$ cat config.mk
export PLATFORM = sky130hd
export DESIGN_NAME = switch_allocator
export DESIGN_NICKNAME = d
export VERILOG_FILES = /design/src/rtl/switch_allocator.sv
export SDC_FILE = /design/constraint.sdc
export NUM_CORES = 1
export LEC_CHECK = 0
export ABC_CLOCK_PERIOD_IN_PS = 7200
export CAP_MARGIN = 20
export CORE_ASPECT_RATIO = 1.4
export CORE_MARGIN = 3
export CORE_UTILIZATION = 55
export CTS_CLUSTER_DIAMETER = 80
export DETAILED_ROUTE_END_ITERATION = 8
export GPL_TIMING_DRIVEN = 0
export PLACE_DENSITY = 0.74
export SLEW_MARGIN = 20
export SYNTH_ARGS = -nofsm -noshare
export SYNTH_HDL_FRONTEND = slang
export SYNTH_SLANG_ARGS = --single-unit
$ cat constraint.sdc
create_clock -name clk -period 7.2 [get_ports clk]
set_clock_uncertainty 0.15 [all_clocks]
set_input_delay 1.44 -clock clk [delete_from_list [all_inputs] [get_ports clk]]
set_output_delay 1.44 -clock clk [all_outputs]
set_load 0.02 [all_outputs]
$ cat src/rtl/switch_allocator.sv
// 5x5 wormhole switch allocator: per-output round-robin head arbitration with
// packet locking, zero-cycle grant path and a sticky illegal-destination flag.
module switch_allocator (
  input  logic        clk,
  input  logic        rst,
  input  logic [4:0]  req_valid_i,
  input  logic [14:0] req_dest_i,
  input  logic [4:0]  req_tail_i,
  input  logic [4:0]  out_ready_i,
  output logic [4:0]  pop_req_o,
  output logic [4:0]  out_valid_o,
  output logic [14:0] out_sel_o,
  output logic [4:0]  busy_o,
  output logic        err_dest_o
);

  typedef enum logic {IDLE = 1'b0, LOCKED = 1'b1} state_e;

  state_e     state_q [5];
  state_e     state_d [5];
  logic [2:0] owner_q [5];
  logic [2:0] owner_d [5];
  logic [2:0] ptr_q [5];
  logic [2:0] ptr_d [5];
  logic [4:0] in_lock_q, in_lock_d;
  logic [2:0] in_out_q [5];
  logic [2:0] in_out_d [5];
  logic       err_q, err_d;

  logic [2:0] dest_s [5];
  logic [4:0] gnt_s;
  logic [2:0] gnt_idx_s [5];

  function automatic logic [2:0] wrap5(input logic [2:0] a, input logic [2:0] b);
    logic [3:0] s;
    s = {1'b0, a} + {1'b0, b};
    if (s >= 4'd5) s = s - 4'd5;
    return s[2:0];
  endfunction

  always_comb begin
    for (int k = 0; k < 5; k++) dest_s[k] = req_dest_i[3*k +: 3];
  end

  // Grant selection: locked outputs follow their owner, idle outputs search from ptr.
  always_comb begin
    logic [2:0] cand;
    logic [2:0] own;
    gnt_s       = 5'd0;
    pop_req_o   = 5'd0;
    out_valid_o = 5'd0;
    out_sel_o   = 15'd0;
    cand        = 3'd0;
    own         = 3'd0;
    for (int o = 0; o < 5; o++) gnt_idx_s[o] = 3'd0;
    if (!rst) begin
      for (int o = 0; o < 5; o++) begin
        if (state_q[o] == LOCKED) begin
          own = owner_q[o];
          if (out_ready_i[o] && req_valid_i[own] && in_lock_q[own] && (in_out_q[own] == 3'(o))) begin
            gnt_s[o]     = 1'b1;
            gnt_idx_s[o] = own;
          end
        end else if (out_ready_i[o]) begin
          for (int i = 0; i < 5; i++) begin
            cand = wrap5(ptr_q[o], 3'(i));
            if (!gnt_s[o] && req_valid_i[cand] && !in_lock_q[cand] && (dest_s[cand] == 3'(o))) begin
              gnt_s[o]     = 1'b1;
              gnt_idx_s[o] = cand;
            end
          end
        end
      end
      for (int o = 0; o < 5; o++) begin
        if (gnt_s[o]) begin
          pop_req_o[gnt_idx_s[o]] = 1'b1;
          out_valid_o[o]          = 1'b1;
          out_sel_o[3*o +: 3]     = gnt_idx_s[o];
        end
      end
    end
  end

  // Next state for locks, pointers and the sticky error flag.
  always_comb begin
    logic [2:0] k;
    k         = 3'd0;
    in_lock_d = in_lock_q;
    err_d     = err_q;
    for (int i = 0; i < 5; i++) begin
      state_d[i]  = state_q[i];
      owner_d[i]  = owner_q[i];
      ptr_d[i]    = ptr_q[i];
      in_out_d[i] = in_out_q[i];
      if (req_valid_i[i] && !in_lock_q[i] && (dest_s[i] > 3'd4)) err_d = 1'b1;
    end
    for (int o = 0; o < 5; o++) begin
      if (gnt_s[o]) begin
        k = gnt_idx_s[o];
        if (state_q[o] == IDLE) begin
          ptr_d[o] = (k == 3'd4) ? 3'd0 : k + 3'd1;
          if (!req_tail_i[k]) begin
            state_d[o]   = LOCKED;
            owner_d[o]   = k;
            in_lock_d[k] = 1'b1;
            in_out_d[k]  = 3'(o);
          end else begin
            state_d[o] = IDLE;
          end
        end else if (req_tail_i[k]) begin
          state_d[o]   = IDLE;
          in_lock_d[k] = 1'b0;
        end else begin
          state_d[o] = LOCKED;
        end
      end
    end
  end

  // State registers with synchronous reset.
  always_ff @(posedge clk) begin
    if (rst) begin
      in_lock_q <= 5'd0;
      err_q     <= 1'b0;
      for (int i = 0; i < 5; i++) begin
        state_q[i]  <= IDLE;
        owner_q[i]  <= 3'd0;
        ptr_q[i]    <= 3'd0;
        in_out_q[i] <= 3'd0;
      end
    end else begin
      in_lock_q <= in_lock_d;
      err_q     <= err_d;
      for (int i = 0; i < 5; i++) begin
        state_q[i]  <= state_d[i];
        owner_q[i]  <= owner_d[i];
        ptr_q[i]    <= ptr_d[i];
        in_out_q[i] <= in_out_d[i];
      end
    end
  end

  always_comb begin
    for (int o = 0; o < 5; o++) busy_o[o] = (state_q[o] == LOCKED);
  end

  assign err_dest_o = err_q;

endmodule

==> flow_metrics.py, run 1 <==
metrics = {
    "floorplan": {
        "dieArea_um2": 22200,
        "io_pins": 63,
        "die_h_um": 175,
        "std_cell_rows": 61,
        "fp.dieW_um": 127,
        "coreArea_um2": 20000,
        "initial_utilization": 0.562,
    },
    "synthesis": {
        "synth.cell_area_um2": 11200,
        "synth_edf_count": 0,
        "synth_top_cell_area_share": 0.0997,
        "yosys.cell_types.count": 124,
        "synthTopCellsByArea": "dfxtp_1, ha_1, mux2i_1, nor2_1, nand2_1",
        "synthesis.nets": 1645,
        "yosys.area.top_type": "dfxtp_1",
        "synth_cells": 1558,
        "ys_ff_latch": 56,
        "synthFlopType": "dfxtp_1",
        "postSynthAreaPerCell_um2": 7.22,
        "yosysWarnings": 0,
        "async_flop_share": 0,
        "yosysSeqAreaShare": 0.0997,
    },
    "power": {
        "powerDensity_nw_per_um2": 401,
        "p_leak_nw": 4.96,
        "power_mw": 5.14,
        "ir_drop_mv": 0.256,
    },
    "route": {
        "ant_nets": 0,
        "drc": 0,
        "firstDrtPassIters": 6,
        "drt_iter0_markers": 1412,
        "routed_wl_mm": 49.0,
        "vias": 13808,
        "vias_per_cell": 7.29,
        "wl_per_cell_um": 25.9,
    },
    "setup_path": {
        "setup.worst_path.class": "in2out",
        "rr_endpoint": "in_lock_q[2]",
        "r2r.worst_path.cells": 18,
        "worstReg2RegStart": "ptr_q[0][3]",
        "crit_fanout": 10,
        "critPathRequiredTime_ns": 5.61,
        "worstSetupEndpointType": "output port",
        "start_kind": "input port",
        "r2r_setup_slack_ns": 1.09,
        "cp.arrival_ns": 5.55,
    },
    "finish": {
        "drive_above_1_share": 0.137,
        "register_area_um2": 1120,
        "fill_cells": 1906,
        "final_common_cell": "nor2_1",
        "final_nets": 1726,
        "multi_input_area_um2": 9740,
        "area_delta_synth_final_pct": 14.0,
        "most-common-layout-cells": "nor2_1, nand2_1, a21oi_1, inv_1, mux2i_1",
    },
    "sta": {
        "final.min_clock_period_ns": 7.14,
        "worstMarginPinSlew_ns": 1.07,
        "hold_viol_final": 0,
        "fmaxAchievable_mhz": 140,
        "max_slew_margin": 0.278,
        "holdWs_ns": 0.370,
        "setup_viol": 0,
        "drv_slew": 0,
        "timing.final.crit_share": 0.992,
    },
    "placed_design": {
        "place_congestion": 1.11,
        "dp_hpwl_mm": 37.9,
        "port_buffers": 56,
    },
    "clocking": {
        "cts_made_buffers": 5,
        "clockBufferDepth": 2,
        "clkSinkCount": 56,
        "path_clk_slew_ns": 0.09,
        "cts-htree-levels": 2,
        "clock_latency_ns": 0.32,
        "cts_root_buf": "clkbuf_16",
        "cts_tree": "built",
        "holdBufCountCts": 0,
    },
    "grt": {
        "grt_pass1_vias": 13167,
        "grtUsageMet1": 0.477,
        "top_usage_layer": "met2",
        "grt_pass1_wl_mm": 73.9,
        "gr-total-overflow": 0,
        "grt_max_degree": 20,
        "grt_antenna_before_repair": 0,
        "met2_usage": 0.715,
        "grt_usage": 0.421,
        "use_met3": 0.0691,
    },
    "worst_hold_path": {
        "hold_start": "owner_q[0][2]",
        "holdPathStages": 2,
        "hold_end": "owner_q[0][2]",
        "hold_class": "reg2reg",
    },
    "outcome": {
        "status": "finished clean",
    },
    "flow_run": {
        "maxCapViolations": 0,
    },
}
==> metrics by stage <==
step           setup TNS, ns  cells   util  setup slack (ns)  area [um2]
2_1_floorplan              0   1558      -              1.13       11200
3_3_place_gp           -9.32   1866  0.606             -1.43       12100
3_5_place_dp           -9.62   1866  0.606             -1.39       12100
4_1_cts                    0   1888  0.630           0.00523       12600
5_1_grt              -0.0100   1892  0.641           -0.0100       12800
6_report                   0   1893  0.641            0.0562       12800
==> synth_stat cells (43+ instances only) <==
cell      count
clkbuf_1     55
ha_1         50
nor2_1      138
dfxtp_1      56
a21oi_1      87
nand2b_1     43
nand2_1     128
nor3_1       52
o21ai_0      55
mux2i_1      61
inv_1        82
nand3_1      48
==> worst max-delay path by stage <==
stage,startpoint,endpoint,slack [ns],cells after the start
finish,req_valid_i[3],out_sel_o[5],0.06,12
global route,req_valid_i[3],pop_req_o[0],-0.01,16
CTS,req_valid_i[3],pop_req_o[2],0.005,15
detailed placement,req_valid_i[3],pop_req_o[0],-1.39,14
global placement,req_valid_i[3],pop_req_o[0],-1.43,14
floorplan,req_dest_i[9],pop_req_o[0],1.13,12
==> area by class of cell <==
cell class | count | share of cell area
buffer | 80 | 0.0310
clock buffer | 5 | 0.00976
clock inverter | 3 | 0.00215
inverter | 88 | 0.0264
sequential | 56 | 0.0875
multi-input combinational | 1329 | 0.760
tap | 252 | 0.0246
timing repair buffer | 79 | 0.0583
antenna | 1 | 0.000195
==> sequential cells by signal, indices dropped and copies added (netlist names) <==
register and cells:
in_out_q 15, err_dest_o 1, in_lock_q 5, owner_q 15, ptr_q 15, state_q 5
==> logic make-up after synthesis <==
family                   Yosys count  synth area share
AO/OA/AOI/OAI                    502             0.339
XOR/XNOR                          13            0.0101
adder cells (fa/ha/maj)           55            0.0646
buffers and inverters            173            0.0641
flip-flops                        56            0.0997
multiplexers                      92            0.0977
AND/OR/NAND/NOR                  667             0.325
==> where the power goes <==
group          internal [mW]  switching, mW
registers              0.380          0.132
clock network          0.133          0.146
logic                   1.66           2.69
total                   2.18           2.96
==> worst max-delay path, cell delays in order <==
cell and delay (ns):
clkdlybuf4s50_1 0.50, clkbuf_4 0.29, nor2b_4 0.21, and3_1 0.26, mux4_2 0.49, a21oi_2 0.22, o21a_1 0.20, nand4b_1 0.18
or2_2 0.37, o211a_1 0.32, nor2_1 0.39, clkdlybuf4s50_1 0.69
==> per-layer routing <==
layer	vias to the layer above	wire length, um
met4	0	4170
met3	274	4540
met2	898	23100
li1	6151	-
met5	-	0
met1	6485	17200
==> what timing repair did <==
item	CTS	global route
gates resized for setup	58	44
pin swaps	8	8
setup endpoints to repair	19	12
buffers inserted	17	6
(Power assumes the default switching activity.)
==> inputs of run 2 (changes only) <==
Settings changed: ABC_CLOCK_PERIOD_IN_PS 7200 to not set.
Clock period 7.2 ns to 9.2 ns, I/O delays scaled along.
==> run 2 against run 1 <==
Against the previous run:
- critical path depth unchanged
- largest power group unchanged
- final cell count decreased by 1.0%
- hold slack got worse by 0.016 ns
- total power decreased by 25%
- setup slack improved by 0.11 ns
- count of clock-buffer cells in the layout unchanged
- core utilization decreased by 2.6 points
- sequential share of layout area increased by 0.37 points
- combinational power decreased by 26%
- final area decreased by 4.1%
- highest routed layer unchanged
==> flow_metrics.py, run 2 (synthesized netlist as in run 1, its figures left out) <==
metrics = {
    "outcome": {
        "status": "finished clean",
    },
    "route": {
        "routed_wl_mm": 48.2,
        "vias_per_cell": 7.30,
        "firstDrtPassIters": 5,
        "ant_nets": 0,
        "drt_iter0_markers": 1428,
        "wl_per_cell_um": 25.7,
        "vias": 13673,
        "drc": 0,
    },
    "setup_path": {
        "r2r.worst_path.cells": 17,
        "cp.arrival_ns": 7.05,
        "cp_num_buf_inv": 3,
        "cp_slowest_cell": "nor3_1",
        "worstSetupEndpointType": "output port",
        "setup.worst_path.class": "in2out",
        "start_kind": "input port",
        "path_delay_family": "compound AO/OA/AOI/OAI gates",
        "cp_num_cells": 12,
        "worstPathCellList": "clkdlybuf4s50_1, clkbuf_1, nand3b_1, nor3_1, a2111oi_0, a21oi_1, o311ai_0, a311oi_2, nand2_1, or3_1, a31oi_1, clkdlybuf4s50_1",
        "critical-path-max-stage-delay_ns": 0.75,
        "crit_fanout": 10,
        "cpMostUsedCell": "clkdlybuf4s50_1",
        "critPathRequiredTime_ns": 7.21,
    },
    "finish": {
        "fill_cells": 1971,
        "final_nets": 1708,
        "diodes": 0,
        "final_common_cell": "nor2_1",
        "most-common-layout-cells": "nor2_1, nand2_1, a21oi_1, inv_1, mux2i_1",
        "largestRegisters": "in_out_q x15, owner_q x15, ptr_q x15",
        "drive_above_1_share": 0.0888,
        "final_area_um2": 12300,
        "area_delta_synth_final_pct": 9.33,
        "layout.cells.non_filler": 1874,
    },
    "flow_run": {
        "maxCapViolations": 0,
    },
    "grt": {
        "grt_usage": 0.417,
        "gr-total-overflow": 0,
        "grtUsageMet1": 0.470,
        "grt_max_degree": 20,
        "met2_usage": 0.705,
        "use_met3": 0.0743,
        "grt_pass1_wl_mm": 73.1,
        "grt_pass1_vias": 12971,
        "top_usage_layer": "met2",
        "grt_antenna_before_repair": 0,
    },
    "floorplan": {
        "initial_utilization": 0.562,
        "coreArea_um2": 20000,
        "std_cell_rows": 61,
        "dieArea_um2": 22200,
        "die_h_um": 175,
        "io_pins": 63,
        "fp.dieW_um": 127,
    },
    "power": {
        "p_leak_nw": 4.65,
        "p_sw_frac": 0.582,
        "clockPowerShare": 0.058,
        "pwr-share-comb": 0.839,
        "power_mw": 3.83,
        "seq_power_share": 0.104,
        "ir_drop_mv": 0.174,
        "p_int_mw": 1.60,
        "p_sw_mw": 2.23,
        "powerDensity_nw_per_um2": 312,
    },
    "worst_hold_path": {
        "hold_class": "reg2reg",
        "holdPathStages": 2,
    },
    "clocking": {
        "clkSinkCount": 56,
        "clockBufferDepth": 2,
        "path_clk_slew_ns": 0.09,
        "cts_tree": "built",
        "clock_latency_ns": 0.32,
        "cts-htree-levels": 2,
        "cts_root_buf": "clkbuf_16",
        "cts_setup_buffers": 0,
        "cts_made_buffers": 5,
    },
    "sta": {
        "timing.final.crit_share": 0.982,
        "final.min_clock_period_ns": 9.04,
        "setup_viol": 0,
        "setup_slack_ns": 0.162,
        "drv_slew": 0,
        "worstMarginPinSlew_ns": 1.09,
        "fmaxAchievable_mhz": 111,
        "grt_setup_unrepaired": "false",
        "hold_viol_final": 0,
        "max_slew_margin": 0.267,
    },
    "placed_design": {
        "placed_area_um2": 12100,
        "dpl_worst_slack_ns": -0.185,
        "dp_hpwl_mm": 37.9,
        "port_buffers": 56,
        "dp_cells": 1866,
        "place_congestion": 1.11,
    },
}
-- run 2: worst min-delay path: stages (launching register included) --
cell and delay [ns]:
dfxtp_1 0.34, nand2_1 0.06, a21oi_1 0.06
-- run 2: power by group through the flow --
| stage | clock, mW | combinational [mW] | sequential [mW] |
|---|---|---|---|
| floorplan | 0 | 2.29 | 0.370 |
| global placement | 0 | 3.07 | 0.396 |
| detailed placement | 0 | 3.10 | 0.397 |
| CTS | 0.217 | 3.11 | 0.391 |
| global route | 0.226 | 3.45 | 0.402 |
| finish | 0.222 | 3.21 | 0.397 |
-- run 2: path summary, 6_finish.rpt --
| kind | to | startpoint | slack (ns) |
|---|---|---|---|
| worst max-delay path | pop_req_o[0] | req_valid_i[0] | 0.16 |
| worst min register to register | owner_q[0][2] | owner_q[0][2] | 0.35 |
| worst max register to register | in_lock_q[2] | ptr_q[0][3] | 2.52 |
| worst min-delay path | owner_q[0][2] | owner_q[0][2] | 0.35 |
-- run 2: cell type report --
class	count	area, um2	area share
buffer	85	392	0.0319
clock buffer	5	125	0.0102
clock inverter	3	27.5	0.00224
inverter	88	330	0.0269
multi-input combinational	1329	9420	0.766
sequential	56	1120	0.0912
tap	252	315	0.0257
timing repair buffer	56	561	0.0456
-- run 2: repair_timing --
action / in CTS / in global routing
resized for setup: 1 / 3
pin swaps: 0 / 0
endpoints found under the setup margin: 1 / 2
hold buffers: 0 / 0
-- run 2: layer usage --
metal	part of all wire	routed length, um	vias up
met5	0	0	-
met4	0.086	4140	0
met3	0.098	4750	272
met2	0.47	22600	869
met1	0.35	16700	6441
li1	-	-	6091
-- run 2: metrics by stage --
stage               hold WS (ns)  utilization  TNS (ns)
floorplan                  0.311            -         0
global route               0.394        0.615         0
CTS                        0.348        0.614         0
global placement           0.330        0.606    -0.230
detailed placement         0.336        0.606    -0.185
finish                     0.354        0.615         0
==> inputs of run 3 (changes only) <==
Settings changed: REMOVE_ABC_BUFFERS set to 1.
==> run 3 against run 2 <==
Against the previous run:
- hold slack improved by 0.0056 ns
- via count fell by 4.5%
- flip-flop and latch count did not move
- sequential share of layout area rose by 0.26 points
- final cell count fell by 4.2%
- die area did not move
- register-to-register slack got worse by 0.11 ns
- first-iteration DRC count rose by 3.4%
- setup slack got worse by 0.045 ns
- largest power group unchanged
==> flow_metrics.py, run 3 (synthesized netlist as in run 1, its figures left out) <==
metrics = {
    "outcome": {
        "status": "finished clean",
    },
    "grt": {
        "gr-total-overflow": 0,
        "grt_pass1_vias": 12469,
        "grt_pass1_wl_mm": 68.0,
        "grt_antenna_before_repair": 0,
        "grt_usage": 0.377,
        "grt_max_degree": 47,
    },
    "setup_path": {
        "setup.worst_path.class": "in2out",
        "critical-path-max-stage-delay_ns": 0.68,
        "path_delay_family": "simple AND/OR/NAND/NOR gates",
        "critPathRequiredTime_ns": 7.21,
        "cp.arrival_ns": 7.09,
        "crit_fanout": 10,
        "start_kind": "input port",
        "cp_slowest_cell": "clkdlybuf4s50_1",
        "worstSetupEndpointType": "output port",
        "cp_num_buf_inv": 2,
        "r2r_setup_slack_ns": 2.41,
        "worstPathCellList": "clkdlybuf4s50_1, nor3b_1, nand3b_1, mux4_2, o32ai_1, or2b_2, nor2_1, and4_1, a211oi_2, nor2_1, nand2_1, a21oi_1, a211oi_1, a31oi_1, clkdlybuf4s50_1",
    },
    "floorplan": {
        "dieArea_um2": 22200,
        "fp.dieW_um": 127,
        "die_h_um": 175,
        "io_pins": 63,
        "coreArea_um2": 20000,
        "initial_utilization": 0.562,
        "std_cell_rows": 61,
    },
    "clocking": {
        "cts_setup_buffers": 0,
        "clkSinkCount": 56,
        "cts-htree-levels": 2,
        "cts_resized": 0,
        "cts_made_buffers": 5,
        "path_clk_slew_ns": 0.08,
        "holdBufCountCts": 0,
        "clock_latency_ns": 0.31,
        "clockBufferDepth": 2,
        "cts_root_buf": "clkbuf_16",
        "cts_tree": "built",
    },
    "sta": {
        "finalSetupTns_ns": 0,
        "max_slew_margin": 0.304,
        "worstMarginPinSlew_ns": 1.04,
        "grt_setup_unrepaired": "false",
        "hold_viol_final": 0,
        "drv_slew": 0,
        "setup_viol": 0,
        "timing.final.crit_share": 0.987,
        "final.min_clock_period_ns": 9.08,
        "holdWs_ns": 0.360,
        "fmaxAchievable_mhz": 110,
    },
    "power": {
        "powerDensity_nw_per_um2": 311,
        "p_leak_nw": 4.50,
        "ir_drop_mv": 0.205,
        "power_mw": 3.72,
    },
    "route": {
        "firstDrtPassIters": 6,
        "drc": 0,
        "routed_wl_mm": 43.6,
        "vias_per_cell": 7.27,
        "vias": 13056,
        "drt_iter0_markers": 1476,
        "ant_nets": 0,
        "wl_per_cell_um": 24.3,
    },
    "finish": {
        "diodes": 0,
        "final_area_um2": 12000,
        "largestRegisters": "in_out_q x15, owner_q x15, ptr_q x15",
        "final_nets": 1630,
        "utilization": 0.599,
        "area_delta_synth_final_pct": 6.48,
        "most-common-layout-cells": "nor2_1, nand2_1, a21oi_1, inv_1, mux2i_1",
        "final_common_cell": "nor2_1",
        "drive_above_1_share": 0.0777,
        "fill_cells": 1971,
    },
    "flow_run": {
        "maxCapViolations": 0,
    },
    "placed_design": {
        "place_congestion": 1.09,
        "placed_area_um2": 11800,
        "dp_hpwl_mm": 33.8,
        "port_buffers": 62,
    },
    "worst_hold_path": {
        "hold_class": "reg2reg",
    },
}
[run 3: worst paths after layout]
path                    to  cells past startpoint           from
min reg2reg  owner_q[0][2]                      2  owner_q[0][2]
max           pop_req_o[0]                     15  req_dest_i[9]
min          owner_q[0][2]                      2  owner_q[0][2]
max reg2reg   in_lock_q[1]                     15    ptr_q[0][4]
[run 3: layer usage]
metal,global-route usage,share of wire
met1,0.448,0.38
met2,0.653,0.48
met3,0.0486,0.083
met4,0.204,0.062
met5,0,0
[run 3: power by group]
group	internal (mW)	leakage, nW	switching [mW]
logic	1.15	3.97	1.86
registers	0.298	0.455	0.204
clock network	0.104	0.0719	0.103
[run 3: layout make-up]
cell class                      count  area, um2  area share
Clock buffer                        5        125      0.0105
Clock inverter                      3       27.5     0.00230
Inverter                           88        330      0.0276
Multi-Input combinational cell   1329       9400       0.786
Sequential cell                    56       1120      0.0939
Tap cell                          252        315      0.0263
Timing Repair Buffer               63        646      0.0539
[run 3: tightest hold or removal path: cells and delay by family, from the launching register on]
family | cells | cell delay (ns)
flip-flops | 1 | 0.35
AND/OR/NAND/NOR | 1 | 0.07
AO/OA/AOI/OAI | 1 | 0.05
[run 3: stage by stage]
stage / worst slack (ns) / std cells
CTS: 0.0323 / 1796
global placement: -0.621 / 1787
finish: 0.117 / 1796
floorplan: 2.50 / 1473
detailed placement: 0.0573 / 1788
global route: 0.0785 / 1796
==> RTL edit: new RTL, config.mk and constraints of run 1 <==
Put one more register stage on the output `err_dest_o`, cleared by the reset. The value now appears one clock later. The other outputs are not delayed to match.
--- a/src/rtl/switch_allocator.sv
+++ b/src/rtl/switch_allocator.sv
@@ -146,3 +146,9 @@
 
-  assign err_dest_o = err_q;
+  always_ff @(posedge clk) begin
+    if (rst) begin
+      err_dest_o <= '0;
+    end else begin
+      err_dest_o <= err_q;
+    end
+  end
 
Function: changed (Yosys sat finds a counterexample within 4 cycles, from zero or initial values and one cycle with rst high).
==> RTL edit against run 1 <==
Combinational power decreased by 28%; sequential cell count grew 1; final area shrank 0.73%; global-route usage shrank 2.1 points; total power down 20%; setup slack got worse by 0.012 ns; area after synthesis down 0.41%; sequential power shrank 11%; wire length down 4.9%; synthesized cell count shrank 0.58%; critical endpoint is now pop_req_o[0]; largest cell class unchanged.
==> RTL edit: results (changes against run 1) <==
- The flow ran to the end, and the final reports show no timing, DRC or antenna violations.
- The setup slack after placement is -0.871 ns (+0.514 ns).
* Wire length of the first global-routing pass: 70,700 microns (-4.4%)
* Number of nets produced by synthesis: 1,635 (-0.61%)
* Port bufs: 55 (-1.8%)
- The static leakage came to 4.86 nW (-2.0%).
- Max transition margin: 38.2% (+10 points)
- Max rail drop VDD: 0.219 mV (-14%)
- The mean instance size in the synthesized netlist was 7.23 sq um (+0.17%).
- The non-filler instance count after layout is 1,877 (-0.85%).
- Unique masters post-synth: 130 (+4.8%)
- Crit-path leading delay family: compound AO/OA/AOI/OAI gates
* Total iterations of the first detailed-routing run: 8 (+2)
- The count of nets after finishing was 1,705 (-1.2%).
* Clock-pin slew reported for the worst setup and hold paths after clock tree synthesis: 0.06 ns (-0.03 ns)
- The number of filler instances in the final layout came to 1,838 (-3.6%).
- GRT Total Usage: 40.0% (-2.1 points)
- The post-route worst hold slack is 0.341 ns (-0.0291 ns).
* Sequential area share after synthesis: 10.2% (+0.22 points)
- Largest stage delay on the critical path: 0.59 ns (-0.10 ns)
- The H-tree depth reported by CTS came to 3 (+1).
- Layout cells sized above 1: 13.0% (-0.67 points)
- Sorting the synthesized cells by how often they occur yields nor2_1 (135), nand2_1 (123), a21oi_1 (103).
- Via density: 7.32 (+0.37%)
- Final weighted congestion in routability-driven placement: 1.10 (-1.5%)
- Total CTS buffers: 9 (+4)
* Dominant cells by area after synthesis: dfxtp_1 (10%), ha_1 (5.5%), mux2i_1 (4.9%)
- Largest net degree at the start of global routing: 13 (-35%)
RTL edit: area by class of cell:
class / instances / area share (%)
multi-input cells: 1315 / 75.1
clock buffers: 9 / 1.77
repair buffers: 61 / 4.69
flip-flops and latches: 57 / 8.98
well taps: 252 / 2.48
diodes: 1 / 0.0197
clock inverters: 7 / 0.807
inverters: 92 / 2.71
plain buffers: 83 / 3.39
RTL edit: what timing repair did:
item,4_1_cts,5_1_grt
resized for setup,48,28
pin swaps,2,3
setup endpoints to repair,13,11
buffers inserted,2,4
RTL edit: cell families (layout without fill, tap and decap cells):
logic type / Yosys count / in the layout / share of synthesized area, %
simple gates: 664 / 664 / 32.8
xor+xnor: 18 / 18 / 1.41
mux: 71 / 71 / 7.33
flops: 57 / 57 / 10.2
buf+inv: 177 / 252 / 6.81
compound gates: 508 / 508 / 35.1
other cells: 0 / 1 / 0
fa+ha+maj: 54 / 54 / 6.37
RTL edit: path summary, 6_finish.rpt:
path	from	end	slack [ns]	cells past startpoint
setup / recovery	req_dest_i[7]	pop_req_o[0]	0.04	14
hold / removal	err_q	err_dest_o	0.34	1
setup reg to reg	ptr_q[0][9]	in_lock_q[2]	1.20	18
hold reg to reg	err_q	err_dest_o	0.34	1
RTL edit: report_power, final:
part / leakage, nW / internal (mW) / total (mW) / switching [mW]
registers: 0.462 / 0.365 / 0.458 / 0.0934
logic: 4.24 / 1.17 / 3.15 / 1.98
clock network: 0.157 / 0.307 / 0.492 / 0.186
RTL edit: layer usage:
layer  track usage (%)  share of wire [%]  wire length, microns
met5                 0                  0                     0
met4              30.9                9.3                  4350
met3              6.97                9.7                  4540
met2              63.2                 44                 20500
met1              47.7                 37                 17300
RTL edit: through the flow:
stage	cell area [sq um]	util (%)
5_1_grt	12700	63.9
3_3_place_gp	12100	60.5
6_report	12700	63.9
3_5_place_dp	12100	60.5
2_1_floorplan	11200	-
4_1_cts	12600	63.2
